===== config.mk =====
export PLATFORM = sky130hd
export DESIGN_NAME = card_deal_scheduler
export DESIGN_NICKNAME = d
export VERILOG_FILES = /design/src/rtl/card_deal_scheduler.sv
export SDC_FILE = /design/constraint.sdc
export NUM_CORES = 1
export LEC_CHECK = 0
export ABC_CLOCK_PERIOD_IN_PS = 2000
export CAP_MARGIN = 25
export CORE_MARGIN = 1.5
export CORE_UTILIZATION = 49
export CTS_CLUSTER_SIZE = 8
export DETAILED_ROUTE_END_ITERATION = 12
export PLACE_DENSITY = 0.84
export SYNTH_ARGS = -nofsm -noshare
export SYNTH_HDL_FRONTEND = slang
export SYNTH_SLANG_ARGS = --single-unit
export TNS_END_PERCENT = 20

===== constraint.sdc =====
create_clock -name clk -period 2 [get_ports clk]
set_input_delay 0.4 -clock clk [delete_from_list [all_inputs] [get_ports clk]]
set_output_delay 0.4 -clock clk [all_outputs]
set_load 0.03 [all_outputs]

===== src/rtl/card_deal_scheduler.sv =====
// Deals the opening hand alternately player/dealer, then serves player/dealer hit requests round-robin.
// Optional shoe limit is compiled in with `define CARD_LIMIT_EN.
module card_deal_scheduler #(
  parameter int INIT_CARDS = 4,
  parameter int CARD_LIMIT = 52,
  parameter int DATA_W     = 4
) (
  input  logic              clk,
  input  logic              reset,
  input  logic              start_round,
  input  logic              player_req,
  input  logic              dealer_req,
  output logic              deck_req,
  input  logic [DATA_W-1:0] deck_card,
  output logic [DATA_W-1:0] card_out,
  output logic              card_valid,
  output logic              card_to_dealer,
  output logic              player_ack,
  output logic              dealer_ack,
  output logic              busy,
  output logic              init_done,
  output logic [3:0]        player_count,
  output logic [3:0]        dealer_count,
  output logic              shoe_empty
);

  localparam logic [2:0] S_IDLE         = 3'd0;
  localparam logic [2:0] S_INIT_DRAW    = 3'd1;
  localparam logic [2:0] S_INIT_DELIVER = 3'd2;
  localparam logic [2:0] S_READY        = 3'd3;
  localparam logic [2:0] S_HIT_DRAW     = 3'd4;
  localparam logic [2:0] S_HIT_DELIVER  = 3'd5;

  if (INIT_CARDS < 2 || INIT_CARDS > 14 || (INIT_CARDS % 2) != 0 ||
      CARD_LIMIT < 1 || DATA_W < 4) begin : g_bad_param
    $error("card_deal_scheduler: illegal parameter combination");
  end

  function automatic logic [3:0] sat_inc(input logic [3:0] v);
    return (v == 4'hF) ? v : v + 4'd1;
  endfunction

  function automatic logic is_legal_card(input logic [DATA_W-1:0] c);
    return (c != '0) && (c <= DATA_W'(10));
  endfunction

  logic [2:0] state;
  logic       ptr_dealer;
  logic       grant_dealer;
  logic [3:0] init_idx;
  logic       in_draw;
  logic       in_deliver;
  logic       strobe_ok;
  logic       card_legal;

  assign in_draw    = (state == S_INIT_DRAW) || (state == S_HIT_DRAW);
  assign in_deliver = (state == S_INIT_DELIVER) || (state == S_HIT_DELIVER);
  // A restart in the delivery cycle abandons the card, so strobes are masked combinationally.
  assign strobe_ok  = !reset && !start_round;
  assign card_legal = is_legal_card(deck_card);

  assign deck_req   = in_draw && !shoe_empty;
  assign card_valid = in_deliver && strobe_ok;
  assign player_ack = (state == S_HIT_DELIVER) && !grant_dealer && strobe_ok;
  assign dealer_ack = (state == S_HIT_DELIVER) &&  grant_dealer && strobe_ok;
  assign busy       = (state != S_IDLE) && (state != S_READY);

  always_ff @(posedge clk) begin
    if (reset) begin
      state          <= S_IDLE;
      ptr_dealer     <= 1'b0;
      grant_dealer   <= 1'b0;
      init_idx       <= 4'd0;
      card_out       <= '0;
      card_to_dealer <= 1'b0;
      init_done      <= 1'b0;
      player_count   <= 4'd0;
      dealer_count   <= 4'd0;
    end else if (start_round) begin
      state        <= S_INIT_DRAW;
      init_idx     <= 4'd0;
      init_done    <= 1'b0;
      player_count <= 4'd0;
      dealer_count <= 4'd0;
    end else begin
      case (state)
        S_INIT_DRAW: begin
          if (!shoe_empty && card_legal) begin
            card_out       <= deck_card;
            card_to_dealer <= init_idx[0];
            state          <= S_INIT_DELIVER;
          end
        end
        S_INIT_DELIVER: begin
          if (card_to_dealer) dealer_count <= sat_inc(dealer_count);
          else                player_count <= sat_inc(player_count);
          init_idx <= init_idx + 4'd1;
          if (init_idx == 4'(INIT_CARDS - 1)) begin
            state     <= S_READY;
            init_done <= 1'b1;
          end else begin
            state <= S_INIT_DRAW;
          end
        end
        S_READY: begin
          // Contention goes to the pointer; a lone requester wins regardless of it.
          if (player_req || dealer_req) begin
            grant_dealer <= dealer_req && (!player_req || ptr_dealer);
            state        <= S_HIT_DRAW;
          end
        end
        S_HIT_DRAW: begin
          if (!shoe_empty && card_legal) begin
            card_out       <= deck_card;
            card_to_dealer <= grant_dealer;
            state          <= S_HIT_DELIVER;
          end
        end
        S_HIT_DELIVER: begin
          if (grant_dealer) dealer_count <= sat_inc(dealer_count);
          else              player_count <= sat_inc(player_count);
          ptr_dealer <= !grant_dealer;
          state      <= S_READY;
        end
        default: state <= S_IDLE;
      endcase
    end
  end

`ifdef CARD_LIMIT_EN
  localparam int SHOE_W = $clog2(CARD_LIMIT + 1);

  logic [SHOE_W-1:0] shoe_cnt;

  // Shoe usage spans rounds; only reset returns the cards.
  always_ff @(posedge clk) begin
    if (reset) begin
      shoe_cnt <= '0;
    end else if (card_valid && !shoe_empty) begin
      shoe_cnt <= shoe_cnt + SHOE_W'(1);
    end
  end

  assign shoe_empty = (shoe_cnt >= SHOE_W'(CARD_LIMIT));
`else
  assign shoe_empty = 1'b0;
`endif

endmodule


# Word level (Yosys, flattened, before mapping)
# Index checks and enable logic that the tools add are counted.
[totals] mem_bits_rw=0 n_memories=0 word_cells=83 latchBits=0 regBits=23 inputBits=9 mem_bits_ro=0
[op_classes] n_reduce_logical=32 eq_ne=19 n_mul=0 n_div=0 shift=0 muxes=17 magnitude_cmp=1 bitwise=1 add_sub_neg=3
[op_table] cell="$mux 4" n=6
[op_table] cell="$reduce_and 3->1" n=6
[op_table] cell="$pmux 4 s2" n=2
[op_table] cell="$pmux 3 s5" n=1
[op_table] cell="$ne 2x2->1 const B" n=7
[op_table] cell="$add 4x1->4 const B" n=3
[op_table] cell="$logic_and 1x1->1" n=9
[op_table] cell="$mux 3" n=3
[op_table] cell="$ne 3x3->1 const B" n=3
[op_table] cell="$eq 4x4->1 const B" n=2
[op_table] cell="$eq 3x2->1 const B" n=2
[op_table] cell="$eq 3x3->1 const B" n=2
[op_table] cell="$eq 4x2->1 const B" n=1
[op_table] cell="$le 4x4->1 const B" n=1
[op_table] cell="$logic_not 1->1" n=4
[op_table] cell="$logic_or 1x1->1" n=4
[op_table] cell="$reduce_and 2->1" n=2
[op_table] cell="$reduce_and 4->1" n=1
[op_table] cell="$reduce_bool 2->1" n=2
[op_table] cell="$reduce_bool 4->1" n=1
[op_table] cell="$reduce_or 2->1" n=2
[op_table] cell="$eq 3x1->1 const B" n=1
[op_table] cell="$mux 1" n=3
[op_table] cell="$ne 3x2->1 const B" n=1
[op_table] cell="other kinds (4)" n=4

# Depth between registers and ports, before layout
[logic_depth] depth_word=5 ltp_mapped=5

# Worst setup path after synthesis
# No wires, ideal clock.
[synth_timing] path_kind="input -> output" startpoint="in reset" endpoint="out card_valid" required_time_ps=1600 path_stages=5 arrival_ps=1711 slack_ps=-111 cell_sequence="clkbuf_1 -> or2_2 -> clkbuf_1 -> clkbuf_1 -> a21oi_1"
[synth_between] elab_chain_cells=3
[synth_rtl] item="start, declared" line="9" rtl="input logic reset,"
[synth_rtl] item="$logic_not 1->1" line="59" rtl="assign strobe_ok = !reset && !start_round;"
[synth_rtl] item="$logic_and 1x1->1" line="59"
[synth_rtl] item="$logic_and 1x1->1" line="63" rtl="assign card_valid = in_deliver && strobe_ok;"
[synth_rtl] item="end, declared" line="16" rtl="output logic card_valid,"
# No other way between the ends.

# Worst setup path in the final report
[layout_timing] startpoint="reg state[2]" endpoint="out card_valid"
[layout_between] elab_chain_cells=3
[layout_rtl] item="start, declared" line="47" rtl="logic [2:0] state;"
[layout_rtl] item="start signal, assigned" line="70" rtl="state <= S_IDLE;"
[layout_rtl] item="start signal, assigned" line="80" rtl="state <= S_INIT_DRAW;"
[layout_rtl] item="start signal, assigned" line="91" rtl="state <= S_INIT_DELIVER;"
[layout_rtl] item="$eq 3x2->1 / $eq 3x3->1 (equally long branches)" line="57" rtl="assign in_deliver = (state == S_INIT_DELIVER) || (state == S_HIT_DELIVER);"
[layout_rtl] item="$logic_or 1x1->1 *" line="57"
[layout_rtl] item="$logic_and 1x1->1 *" line="63"
# Mark *: on every way between the ends. The rest lies on a longest branch, timed or not.

==> results.md <==
- Syn nets: about 150
- #FFs+latches synth: 23
- Clock-pin slew on the worst setup and hold paths: 0.12 ns
- Remaining antenna violation count: 0
- Die Area: 2810 sq um
- Startpoint types: flop
- Seq/Total Area, Yosys: between 30% and 40%
- Syn avg cell area: 9.09 sq um
- Gr usage total: a little over a fifth
- HPWL after DPL: around 2100 um
- Worst-Skew Late Latency: between 0.3 and 0.4 ns
- Tot Pwr: about 0.82 mW
- Worst path max stage delay: approximately 0.43 ns
- Unique cell type count in the Yosys netlist: 50
- Cells after DPL: slightly below 200
- TritonCTS clock tree: yes
- Post-synth EDFFs: 0
- Vias: between 1000 and 1500
- Slew Limit Fails: 0
- Static Leak: ~0.64 nW
- Total of max-cap violations: 0
- Syn. warnings: 0
- Most used DFF post-synth: dfxtp_1
- CP max-delay cell: or3b_4
- Placement Setup Slack: -0.0380 ns
- # nets final: between 150 and 200
- Antenna violations before repair: 0
- Post-CTS Hold Fix Bufs: 0
- H-tree depth: 1
- Number of detailed-routing iterations run before antenna repair: 4
- Worst endpoint required time: ~1.6 ns
- Ratio of cells with drive above 1 in the final layout: between 10% and 20%
- Cell Area, Synth: 1230 sq um
- Die Wd: roughly 53 um
- Area Growth Syn to Fin: 32.6%
- Worst setup path class: flop to primary output
- PnR worst setup slack: ~0.032 ns
- Overflow left after global routing: 0
- Worst path cell trace: buf_4 -> or3b_4 -> a21oi_4 -> buf_6
- Final hold violations: 0
- Initial Utilization: roughly 53%
- Diode count: 0
- DRC Markers: 0
- FP Rows: 17
- Fin crit period: 1.97 ns
- RD Place Congestion: approximately 0.8
- PD cells: a little over 500 nW/um^2
- Largest net degree at the start of global routing: 15
- Iter 0 DRT Violations: 19
- Num ports: 29
- Min-Delay Path Class: flop to flop
- Sinks on Clock Net: 23
- Status: finished clean
- Finished Layout Cells: just under 200
- CTS root buffer: clkbuf_4
- Fraction of registers with async set/reset: 0%
- Commonest non-fill, non-tap cells in the layout: 22 x nor2_1, 22 x clkdlybuf4s50_1, 20 x dfxtp_1
- Util after Layout: 70.9%
- Die Ht: 53.1 um
- Tcrit/Tclk final: 98.4%
- CTS Buf Count: 3
- Drt wl/cell: ~14 um
- CP Capture Type: primary output
- Cell taking the most area after synthesis: dfxtp_1
- # setup viols final: 0
- Worst EP arrival: 1.57 ns
- Clock Skews: between 0.015 and 0.02 ns
- Number of fill cells: 180
- Vias/cell: approximately 5.5
- Largest cells by area after synthesis: dfxtp_1 38%, mux2i_1 7.3%, nor2_1 6.7%
- Synth top area share: a little under two fifths
- I/O Buffers: 27
- Setup repair bufs after CTS: 0
- Post-Synthesis Cells: between 100 and 150
- VDD IR max: 0.000756 V
- Core box area: 2300 sq um
- RSZ-0062 raised after global routing: true
- First-pass GRT wire length: approximately 4400 um
- Routed WL: between 2000 and 3000 um
- Vias in the first global route: between 1000 and 1500
- Fmax: just over 500 MHz
- Crit-path max FO: 11
- Clock Tree Buf Depth: 2
final cells by class:
type	instances	area [sq um]	share of cell area (%)
flip-flops and latches	23	464	28.5
repair buffers	39	358	22.0
clock inverters	1	5.00	0.307
multi-input cells	104	739	45.4
clock buffers	3	22.5	1.38
well taps	28	35.0	2.15
inverters	1	3.75	0.231
cell families (layout without fill, tap and decap cells):
| logic type | count (synthesis) | after routing | share of synthesized area, % |
|---|---|---|---|
| other | 1 | 1 | 0.306 |
| AND/OR/NAND/NOR | 55 | 55 | 25.3 |
| adder cells (fa/ha/maj) | 3 | 3 | 3.06 |
| AO/OA/AOI/OAI | 30 | 30 | 17.6 |
| XOR/XNOR | 6 | 6 | 4.89 |
| flip-flops | 23 | 23 | 37.5 |
| multiplexers | 9 | 9 | 7.34 |
| buffers and inverters | 8 | 44 | 3.97 |
Yosys cell counts, drive strengths merged (2+ instances only):
master   n
a211oi   4
a21boi   2
a21oi    8
buf      3
clkbuf   4
dfxtp   23
ha       3
mux2i    9
nand2    3
nand2b   3
nand3    5
nand3b   2
nor2    22
nor3     3
nor3b    2
o21a     2
o21ai    5
o31ai    2
or2      3
xnor2    3
xor2     3
per-stage QoR:
step / hold slack (ns) / instance area [sq um] / TNS, ns
3_5_place_dp: 0.457 / 1570 / -0.0973
6_report: 0.479 / 1630 / 0
2_1_floorplan: 0.478 / 1230 / -0.109
4_1_cts: 0.486 / 1610 / 0
3_3_place_gp: 0.464 / 1570 / 0
5_1_grt: 0.500 / 1630 / -0.0343
where the power goes:
part	internal, mW	switching, mW
clock	0.0747	0.140
sequential	0.465	0.00871
combinational	0.0647	0.0694
total	0.604	0.218
flip-flops by register name (all words and copies together), names as in the netlist:
name            cells
card_out            4
dealer_count        4
init_idx            4
player_count        4
state               3
card_to_dealer      1
grant_dealer        1
init_done           1
ptr_dealer          1
per-layer routing:
| layer | wire length (um) | track usage (%) | part of all wire (%) | vias up |
|---|---|---|---|---|
| met2 | 1420 | 38.1 | 51 | 25 |
| met4 | 0 | 2.14 | 0 | 0 |
| met3 | 117 | 5.08 | 4.2 | 0 |
| met1 | 1250 | 25.5 | 45 | 510 |
| met5 | 0 | 0 | 0 | - |
| li1 | - | - | - | 557 |
final timing paths:
kind             start  depth (start not counted)  slack, ns         endpoint
min          init_done                          1       0.48        init_done
max           state[2]                          4       0.03       card_valid
min reg2reg  init_done                          1       0.48        init_done
max reg2reg   state[2]                          5       0.30  player_count[3]
timing repair:
action	in CTS	in global routing
endpoints found under the setup margin	4	3
resized for setup	6	4
pin swaps	1	0
critical path: cells and delay by family (launching register included):
family	cells	cell delay, ns
simple gates	1	0.43
flops	1	0.37
buf+inv	2	0.33
compound gates	1	0.15
Note: power is estimated with default switching activity, not from simulation.
